$ cat src/rtl/cordic_vector_0_90_pkg.sv
// Shared constants for the first-quadrant CORDIC vectoring block.
// Angle scale, atan table and phase rounding are common with the sine generator.
package cordic_vector_0_90_pkg;

   localparam int ITERS       = 8;
   localparam int CW          = 3;
   localparam int DW          = 8;
   localparam int IW          = 11;
   localparam int ZW          = 12;
   localparam int PW          = 7;
   localparam int MW          = 10;
   localparam int ANGLE_90    = 1024;
   localparam int PHASE_SHIFT = 4;
   localparam int PHASE_MAX   = ANGLE_90 >> PHASE_SHIFT;

   localparam logic [ZW-1:0] ATAN_TAB [ITERS] = '{
      12'd512, 12'd302, 12'd160, 12'd81,
      12'd41,  12'd20,  12'd10,  12'd5
   };

   typedef enum logic [1:0] {
      ST_IDLE = 2'd0,
      ST_CALC = 2'd1,
      ST_OUT  = 2'd2
   } state_t;

   function automatic logic [PW-1:0] phase_of(
      input logic signed [ZW-1:0] z
   );
      logic signed [ZW:0] r;
      r = ($signed({z[ZW-1], z}) + 13'sd8) >>> PHASE_SHIFT;
      if (r[ZW])
         phase_of = '0;
      else if (r > $signed(13'(PHASE_MAX)))
         phase_of = PW'(PHASE_MAX);
      else
         phase_of = PW'(r);
   endfunction

endpackage

$ cat src/rtl/cordic_vector_0_90_atan_rom.sv
// Arctangent lookup: iteration index to atan(2^-i).
// Units of 90/1024 degree, purely combinational.
module cordic_vector_0_90_atan_rom
   import cordic_vector_0_90_pkg::*;
(
   input  logic [CW-1:0] idx,
   output logic [ZW-1:0] atan
);

   assign atan = ATAN_TAB[idx];

endmodule

$ cat src/rtl/cordic_vector_0_90.sv
// Iterative CORDIC vectoring: (x,y) in first quadrant to phase/magnitude.
// Eight micro-rotations, one per clock, gain left uncompensated.
module cordic_vector_0_90
   import cordic_vector_0_90_pkg::*;
(
   input  logic          clk,
   input  logic          rst_n,
   input  logic          start,
   input  logic [DW-1:0] x_in,
   input  logic [DW-1:0] y_in,
   output logic          busy,
   output logic          done,
   output logic [PW-1:0] phase,
   output logic [MW-1:0] magnitude
);

   state_t state_q;
   state_t state_d;

   logic        [IW-1:0] x_q;
   logic signed [IW-1:0] y_q;
   logic signed [ZW-1:0] z_q;
   logic        [CW-1:0] cnt_q;
   logic                 zero_q;

   logic        [IW-1:0] x_nx;
   logic        [IW-1:0] x_sh;
   logic        [IW-1:0] y_abs;
   logic        [IW-1:0] y_sh;
   logic signed [IW-1:0] y_nx;
   logic signed [ZW-1:0] z_nx;
   logic        [ZW-1:0] atan;
   logic                 y_neg;
   logic                 last_iter;

   cordic_vector_0_90_atan_rom u_rom (
      .idx  (cnt_q),
      .atan (atan)
   );

   // One micro-rotation; negative y is shifted by magnitude so it truncates toward zero
   always_comb begin
      y_neg     = y_q[IW-1];
      y_abs     = y_neg ? $unsigned(-y_q) : $unsigned(y_q);
      x_sh      = x_q >> cnt_q;
      y_sh      = y_abs >> cnt_q;
      x_nx      = x_q + y_sh;
      y_nx      = y_neg ? (y_q + $signed(x_sh))
                        : (y_q - $signed(x_sh));
      z_nx      = y_neg ? (z_q - $signed(atan))
                        : (z_q + $signed(atan));
      last_iter = (cnt_q == CW'(ITERS - 1));
   end

   // Next-state decode
   always_comb begin
      state_d = state_q;
      unique case (state_q)
         ST_IDLE: if (start) state_d = ST_CALC;
         ST_CALC: if (last_iter) state_d = ST_OUT;
         ST_OUT:  state_d = ST_IDLE;
         default: state_d = ST_IDLE;
      endcase
   end

   // State register
   always_ff @(posedge clk or negedge rst_n) begin
      if (!rst_n)
         state_q <= ST_IDLE;
      else
         state_q <= state_d;
   end

   // Datapath: capture, iterate, publish results
   always_ff @(posedge clk or negedge rst_n) begin
      if (!rst_n) begin
         x_q       <= '0;
         y_q       <= '0;
         z_q       <= '0;
         cnt_q     <= '0;
         zero_q    <= 1'b0;
         busy      <= 1'b0;
         done      <= 1'b0;
         phase     <= '0;
         magnitude <= '0;
      end else begin
         done <= 1'b0;
         case (state_q)
            ST_IDLE: begin
               if (start) begin
                  x_q    <= IW'(x_in);
                  y_q    <= $signed(IW'(y_in));
                  z_q    <= '0;
                  cnt_q  <= '0;
                  zero_q <= (x_in == '0) && (y_in == '0);
                  busy   <= 1'b1;
               end
            end
            ST_CALC: begin
               x_q   <= x_nx;
               y_q   <= y_nx;
               z_q   <= z_nx;
               cnt_q <= cnt_q + 1'b1;
            end
            ST_OUT: begin
               phase     <= zero_q ? '0 : phase_of(z_q);
               magnitude <= x_q[MW-1:0];
               done      <= 1'b1;
               busy      <= 1'b0;
            end
            default: ;
         endcase
      end
   end

endmodule

$ cat config.mk
export PLATFORM = sky130hd
export DESIGN_NAME = cordic_vector_0_90
export DESIGN_NICKNAME = d
export VERILOG_FILES = /design/src/rtl/cordic_vector_0_90_pkg.sv /design/src/rtl/cordic_vector_0_90_atan_rom.sv /design/src/rtl/cordic_vector_0_90.sv
export SDC_FILE = /design/constraint.sdc
export NUM_CORES = 1
export LEC_CHECK = 0
export CORE_UTILIZATION = 33
export DETAILED_ROUTE_END_ITERATION = 12
export SETUP_SLACK_MARGIN = 0.3
export SYNTH_ARGS = -nofsm -noshare
export SYNTH_HDL_FRONTEND = slang
export SYNTH_SLANG_ARGS = --single-unit
$ cat constraint.sdc
create_clock -name clk -period 3.62 [get_ports clk]
set_input_delay 0.724 -clock clk [delete_from_list [all_inputs] [get_ports clk]]
set_output_delay 0.724 -clock clk [all_outputs]
set_load 0.1 [all_outputs]
=== Word level (Yosys, flattened, before mapping) ===
Memories as Yosys holds them, arrays and structs flattened.
Cells that the tools add are included.

* Eq/ne operators: 5
* Add/sub/neg operators: 8
* Magnitude comparators: 2
* Reduce and logical (&&, ||, !) cells: 10
* Divide/modulo/power cells: 0
* Shift-type cells: 2
* Multiplexer cells: 22
* Bitwise gates (word level): 1
* Multiply operators: 0

{| class="wikitable"
|+ Operators with widths
! cell !! number
|-
| 12-bit 2-to-1 mux || 4
|-
| 11-bit 2-to-1 mux || 4
|-
| 11-bit case mux with 2 select lines || 2
|-
| 12-bit case mux with 2 select lines || 1
|-
| 11-bit adder || 2
|-
| 11-bit by 3-bit right shift with 11-bit output || 2
|-
| 7-bit 2-to-1 mux || 3
|-
| 8-bit zero test || 2
|-
| 12-bit by 5-bit adder with 13-bit output, second input constant || 1
|-
| 12-bit adder || 1
|-
| 12-bit subtractor || 1
|-
| 11-bit negation || 1
|-
| 11-bit subtractor || 1
|-
| 9-bit by 8-bit greater-than comparator with 1-bit output, second input constant || 1
|-
| 2-bit AND reduction || 4
|-
| 3-bit case mux with 2 select lines || 1
|-
| 4-bit greater-or-equal comparator, second input constant || 1
|-
| 2-bit 2-to-1 mux || 2
|-
| 2-bit != test, second input constant || 2
|-
| 3-bit NOT with 4-bit output || 1
|-
| 2-bit case mux with 2 select lines || 1
|-
| 2-bit nonzero test || 2
|-
| 3-bit by 1-bit adder with 3-bit output, second input constant || 1
|-
| 3-bit == test, second input constant || 1
|-
| other kinds (7) || 8
|}

* ROM bits: 96
* Output and inout port bits: 19
* Latch bits: 0
* Input port bits: 19
* Flip-flop bits (word level): 59
* Word-level logic and storage cells: 61
* Memories kept: 1
* Memory bits (writable): 0

{| class="wikitable"
|+ Memories
! name !! words !! bits a word !! rd ports !! clocked after memory_dff !! write ports !! line !! RTL
|-
| (no name shown) || 8 || 12 || 1 || 0 || 0 || cordic_vector_0_90_atan_rom.sv:10 || <nowiki>assign atan = ATAN_TAB[idx];</nowiki>
|}

=== Logic depth before layout (Yosys ltp) ===
* Depth after elaboration: 7
* Gate-level depth with buffers: 20
* Depth with buffers taken out: 18

=== Modules after synthesis ===
Synthesis repeated with hierarchy kept, for this count alone.

* Cells, all modules: 667
* Area, all modules: 5596.6 um^2

{| class="wikitable"
|+ Modules (own cells, without submodules)
! module !! instances !! cells an instance !! sequential area each (um^2) !! area an instance (um^2)
|-
| cordic_vector_0_90 || 1 || 642 || 1476.4 || 5411.4
|-
| cordic_vector_0_90_atan_rom || 1 || 25 || 0.0 || 185.2
|}

=== Worst setup path after synthesis ===
Ideal clock, no wire load.

* Path type: reg2reg
* Start: register cnt_q[1]
* End: register z_q[11]
* Slack: -0.274 ns
* Cell stages (with the launch flop): 18
* Clock period less this slack: 3.894 ns
* Library setup time: 0.066 ns
* Data arrival time: 3.828 ns
* Cell sequence: dfrtp_1 -> buf_6 -> buf_4 -> inv_2 -> ha_1 -> clkbuf_1 -> nor2b_1 -> a21oi_1 -> ha_1 -> o21ai_0 -> ha_1 -> nor2b_1 -> o31ai_1 -> a21boi_1 -> o211a_1 -> o21a_1 -> o41a_1 -> nand2_1

* Cells in the longest elaborated chain, start to end: 7

{| class="wikitable"
|+ Ends and longest elaborated chain
! item !! line !! RTL
|-
| from (decl) || cordic_vector_0_90.sv:23 || <nowiki>logic [CW-1:0] cnt_q;</nowiki>
|-
| from (signal assigned) || cordic_vector_0_90.sv:103 || <nowiki>cnt_q <= cnt_q + 1'b1;</nowiki>
|-
| 3-bit NOT with 4-bit output (not written as such) * || cordic_vector_0_90_atan_rom.sv:10 ||
|-
| memory read 8 x 12 bit * || -- ||
|-
| 12-bit 2-to-1 mux (not written as such) * (2 in series) || cordic_vector_0_90_atan_rom.sv:10 ||
|-
| 12-bit adder / 12-bit subtractor (equally long branches) || cordic_vector_0_90.sv:51, cordic_vector_0_90.sv:50 ||
|-
| 12-bit 2-to-1 mux * || cordic_vector_0_90.sv:50 || <nowiki>z_nx = y_neg ? (z_q - $signed(atan))</nowiki>
|-
| 12-bit case mux with 2 select lines * || cordic_vector_0_90.sv:88 || <nowiki>case (state_q)</nowiki>
|-
| to (signal assigned) || cordic_vector_0_90.sv:102 || <nowiki>z_q <= z_nx;</nowiki>
|-
| to (decl) || cordic_vector_0_90.sv:22 || <nowiki>logic signed [ZW-1:0] z_q;</nowiki>
|}

Mark *: on every way between the ends. The rest lies on a longest branch, timed or not. The select of a mux whose other input is x is not followed.
A chain may end at the register's enable or synchronous reset.

=== Worst setup path in the final report ===
* Start: register y_q[3]
* End: register x_q[10]

* Cells in the longest elaborated chain, start to end: 5

{| class="wikitable"
|+ Ends and longest elaborated chain
! item !! line !! RTL
|-
| from (decl) || cordic_vector_0_90.sv:21 || <nowiki>logic signed [IW-1:0] y_q;</nowiki>
|-
| from (signal assigned) || cordic_vector_0_90.sv:92 || <nowiki>y_q <= $signed(IW'(y_in));</nowiki>
|-
| from (signal assigned) || cordic_vector_0_90.sv:101 || <nowiki>y_q <= y_nx;</nowiki>
|-
| 11-bit negation || cordic_vector_0_90.sv:44 || <nowiki>y_abs = y_neg ? $unsigned(-y_q) : $unsigned(y_q);</nowiki>
|-
| 11-bit 2-to-1 mux * || cordic_vector_0_90.sv:44 ||
|-
| 11-bit by 3-bit right shift with 11-bit output * || cordic_vector_0_90.sv:46 || <nowiki>y_sh = y_abs >> cnt_q;</nowiki>
|-
| 11-bit adder * || cordic_vector_0_90.sv:47 || <nowiki>x_nx = x_q + y_sh;</nowiki>
|-
| 11-bit case mux with 2 select lines * || cordic_vector_0_90.sv:88 ||
|-
| to (signal assigned) || cordic_vector_0_90.sv:91 || <nowiki>x_q <= IW'(x_in);</nowiki>
|-
| to (signal assigned) || cordic_vector_0_90.sv:100 || <nowiki>x_q <= x_nx;</nowiki>
|-
| to (decl) || cordic_vector_0_90.sv:20 || <nowiki>logic [IW-1:0] x_q;</nowiki>
|}

Mark *: on every way between the ends. The rest lies on a longest branch, timed or not.

==> impl_summary.md <==
Timing
Timing would allow up to 0.279 GHz. The slew of the pin with the lowest slew margin is 987 ps. The final hold violation count is 0. Setup violations remaining at the end of the flow were counted as 0. After layout, the minimum clock period comes to 3580 ps. The number of pins with negative max-slew slack in the final report came to 0. Setup repair after global routing could not meet its margin everywhere. The clock skew is 4.74 ps. Measured against its own limit, the worst slew margin works out to 0.340. The final worst-path cycle share is 0.989.

Logic synthesis
The number of synthesized flops with an enable pin is 0. The synthesized netlist occupies a cell area of 5620 µm². The sequential-to-total area share from yosys stat is 0.263. The mean area per synthesized cell is 8.44 µm². The total of warnings raised by yosys is 0. The post-synthesis mux area share is 0.0705. The share of synthesized area in the top cell type comes to 0.263.

In the post-synthesis netlist, the cell with the most instances is sky130_fd_sc_hd__dfrtp_1. By area, the combinational part of the netlist is dominated by compound AO/OA/AOI/OAI gates. The fraction of the mapped netlist area in compound gates came to 0.253. Of the total synthesized cell area, the portion taken by XOR and XNOR cells is 0.0803.

Of the total synthesized cell area, the portion taken by full adders, half adders and majority gates is 0.102. Ranked by instance count, the synthesized netlist is headed by sky130_fd_sc_hd__dfrtp_1, sky130_fd_sc_hd__o21ai_0, sky130_fd_sc_hd__nand2_1, sky130_fd_sc_hd__a21oi_1, sky130_fd_sc_hd__nor2_1. Among all flip-flop cells after synthesis, the most frequent one is sky130_fd_sc_hd__dfrtp_1. The post-synthesis register bit count is 59. Synthesis produced a netlist with a net count of 729.

Of the total synthesized cell area, the portion taken by AND, OR, NAND and NOR gates is 0.182. The fraction of synthesis flops using an asynchronous set or reset pin is 1.00. The number of cells produced by synthesis is 666. By area the synthesized netlist is led by sky130_fd_sc_hd__dfrtp_1, sky130_fd_sc_hd__ha_1, sky130_fd_sc_hd__o21ai_0. Of all cell types, the one taking the most synthesized area is sky130_fd_sc_hd__dfrtp_1. The number of distinct standard cells referenced by the synthesized netlist is 76.

Detailed routing
The post-detailed-route count of antenna-violating nets is 0. The number of iterations in the first detailed-routing pass is 5. Across all layers, the routed design uses 5,382 vias. The remaining routing DRC violations is 0. In this run, the number of DRC markers left after iteration 0 of detailed routing was 335. For this block, the routed nets add up to 16,700 µm of wire. In the routed layout, each cell is associated on average with a via count of 5.61.

After detailed routing, the average wire length per cell comes to 17.4 µm.

Global route
The sum of overflow across all layers after global routing is 0. In the global route stage, overall resource usage came out at 0.189. The wire length of the first global-routing pass is 26,800 µm.

The number of antenna violations at the first check in global routing is 0. Entering global routing, the biggest net connects 60 pins. The via count of the first global-routing pass is 5,308.

Clocking
The clock net sink count is 59. The clock insertion delay at the later pin of the skew report is 330 ps. Counting along the longest clock path gives a buffer depth of 2. The root buffer selected by CTS is sky130_fd_sc_hd__clkbuf_16. The clock input transition at the sequential cells of the worst setup and hold paths is 60 ps. Hold repair after CTS inserted 0 buffers. The H-tree generated during clock tree synthesis spans 3 levels. TritonCTS built the clock tree. Buffers inserted during clock tree synthesis total 9.

Worst setup path
Walking the worst path, the cells encountered are or4_4 -> or3_4 -> o21ai_2 -> o22ai_1 -> a21oi_2 -> mux2i_1 -> a21oi_1 -> ha_1 -> nor2b_4 -> o21a_1 -> o21ai_2 -> a21oi_2 -> o41ai_2 -> mux2i_1 -> nand3_1. The required arrival time at the worst endpoint is 3830 ps. The worst-path cell with the longest stage delay is sky130_fd_sc_hd__or4_4. In this run the critical register-to-register path is captured at x_q[10]. STA classifies the critical path startpoint as a flop. The reg-to-reg critical path startpoint is y_q[3]. STA classifies the critical path endpoint as a flop. The flop-to-flop setup slack is 40 ps. Along the worst path, the maximum fanout reaches 4.

The biggest cell delay along the critical path is 590 ps. The cell count of the worst reg-to-reg path is 15. Together, buffers and inverters on the worst path number 0. Data arrives at the worst endpoint at 3790 ps. The cell type group with the largest total delay on the critical path is compound AO/OA/AOI/OAI gates.

By startpoint and endpoint, the worst setup path is classified as reg2reg.

Hold path
Along the worst hold path, the cell count comes to 1. The worst hold path class is reg2reg. The endpoint with the worst hold slack is phase[2].

The worst hold path begins at phase[2].

Floorplanning
The placement row count is 47. The core box area is 16,600 µm². The full die area is 17,600 µm². The number of top-level design ports is 38.

The vertical die dimension is 133 µm. From left edge to right edge, the die measures 133 µm. The initial utilization of the core area, before any placement, comes to 0.339.

Layout
The post-route core utilization is 0.450. After the last flow step, the layout net total stands at 798. The summed area of non-filler cells in the final layout is 7470 µm².

The count of antenna diodes in the layout is 0. In the final layout, the share of cells above drive strength 1 is 0.273. From synthesis to final layout, the design area changed by 32.8%.

Run
The reported max-cap violation count is 0.

Run status
The flow ran to the end, and the final reports show no timing, DRC or antenna violations.

Placement
The instance area after placement is 6500 µm². The final HPWL from detailed placement is 11,600 µm. Buffers placed on the I/O ports in this run total 37. The congestion estimate from routability-driven global placement came to 0.883.
[sequential cells by signal, summed over array words and instances, names as in the netlist]
register	cells
state_q	2
z_q	12
magnitude	10
phase	7
done	1
cnt_q	3
zero_q	1
y_q	11
x_q	11
busy	1
[routing by layer]
layer | vias to the layer above | track usage | part of all wire
met5 | - | 0 | 0
met4 | 0 | 0.0760 | 0.028
met3 | 35 | 0.0375 | 0.045
met2 | 135 | 0.313 | 0.48
met1 | 2640 | 0.240 | 0.45
li1 | 2572 | - | -
[through the flow]
stage | TNS, ps | hold WS [ps] | setup WS (ps) | cells
floorplan | 0 | 428 | 220 | 666
global placement | 0 | 476 | 33.9 | 922
detailed placement | -65.2 | 491 | -65.2 | 922
CTS | 0 | 508 | 51.9 | 956
global route | -252 | 513 | -84.5 | 960
finish | 0 | 502 | 39.5 | 960
[worst register-to-register path: cells and delay by family (launching register included)]
kind / cells / cell delay (ps)
compound gates: 8 / 1290
fa+ha+maj: 1 / 270
flops: 1 / 380
mux: 2 / 330
simple gates: 4 / 1180
[logic make-up (layout without fill, tap and decap cells)]
family / Yosys count / in the layout
AO/OA/AOI/OAI: 215 / 215
AND/OR/NAND/NOR: 198 / 198
buffers and inverters: 63 / 137
flip-flops: 59 / 59
XOR/XNOR: 50 / 50
adder cells (fa/ha/maj): 44 / 44
multiplexers: 37 / 37
[layout by cell type (no fill, tap or decap), types with 9 or more instances in the layout]
master / count
sky130_fd_sc_hd__dfrtp_1: 55
sky130_fd_sc_hd__buf_4: 53
sky130_fd_sc_hd__nand2_1: 50
sky130_fd_sc_hd__o21ai_0: 43
sky130_fd_sc_hd__nor2_1: 40
sky130_fd_sc_hd__clkdlybuf4s50_1: 36
sky130_fd_sc_hd__a21oi_1: 32
sky130_fd_sc_hd__ha_1: 30
sky130_fd_sc_hd__xor2_1: 24
sky130_fd_sc_hd__xnor2_1: 23
sky130_fd_sc_hd__nor3_1: 20
sky130_fd_sc_hd__nand3_1: 17
sky130_fd_sc_hd__inv_1: 15
sky130_fd_sc_hd__mux2i_1: 15
sky130_fd_sc_hd__a21oi_2: 15
sky130_fd_sc_hd__mux2_2: 12
sky130_fd_sc_hd__o21a_1: 11
sky130_fd_sc_hd__clkbuf_16: 10
sky130_fd_sc_hd__o21ai_2: 9
[timing repair]
action | in CTS | in global routing
setup endpoints to repair | 14 | 18
pin swaps | 36 | 32
cloned | 0 | 1
buffers inserted | 18 | 3
gates resized for setup | 55 | 41
[how the worst max path moves through the flow]
stage	slack, ps	to	cells after the start	start
floorplan	220	x_q[10]	17	y_q[5]
global placement	30	x_q[10]	15	y_q[5]
detailed placement	-70	x_q[10]	17	y_q[5]
CTS	50	x_q[10]	15	y_q[3]
global route	-80	x_q[8]	15	y_q[3]
finish	40	x_q[10]	15	y_q[3]
[cell type report]
class                   count  area [µm²]
well taps                 220         275
fillers                  1574        9120
clock buffers              10         229
clock inverters             6         113
flip-flops and latches     59        1480
repair buffers            100         928
inverters                  21        86.3
multi-input cells         544        4350
Power is left out: the tool's default activity adds up to more than one toggle a clock period on the data nets, which glitch-free logic cannot reach.
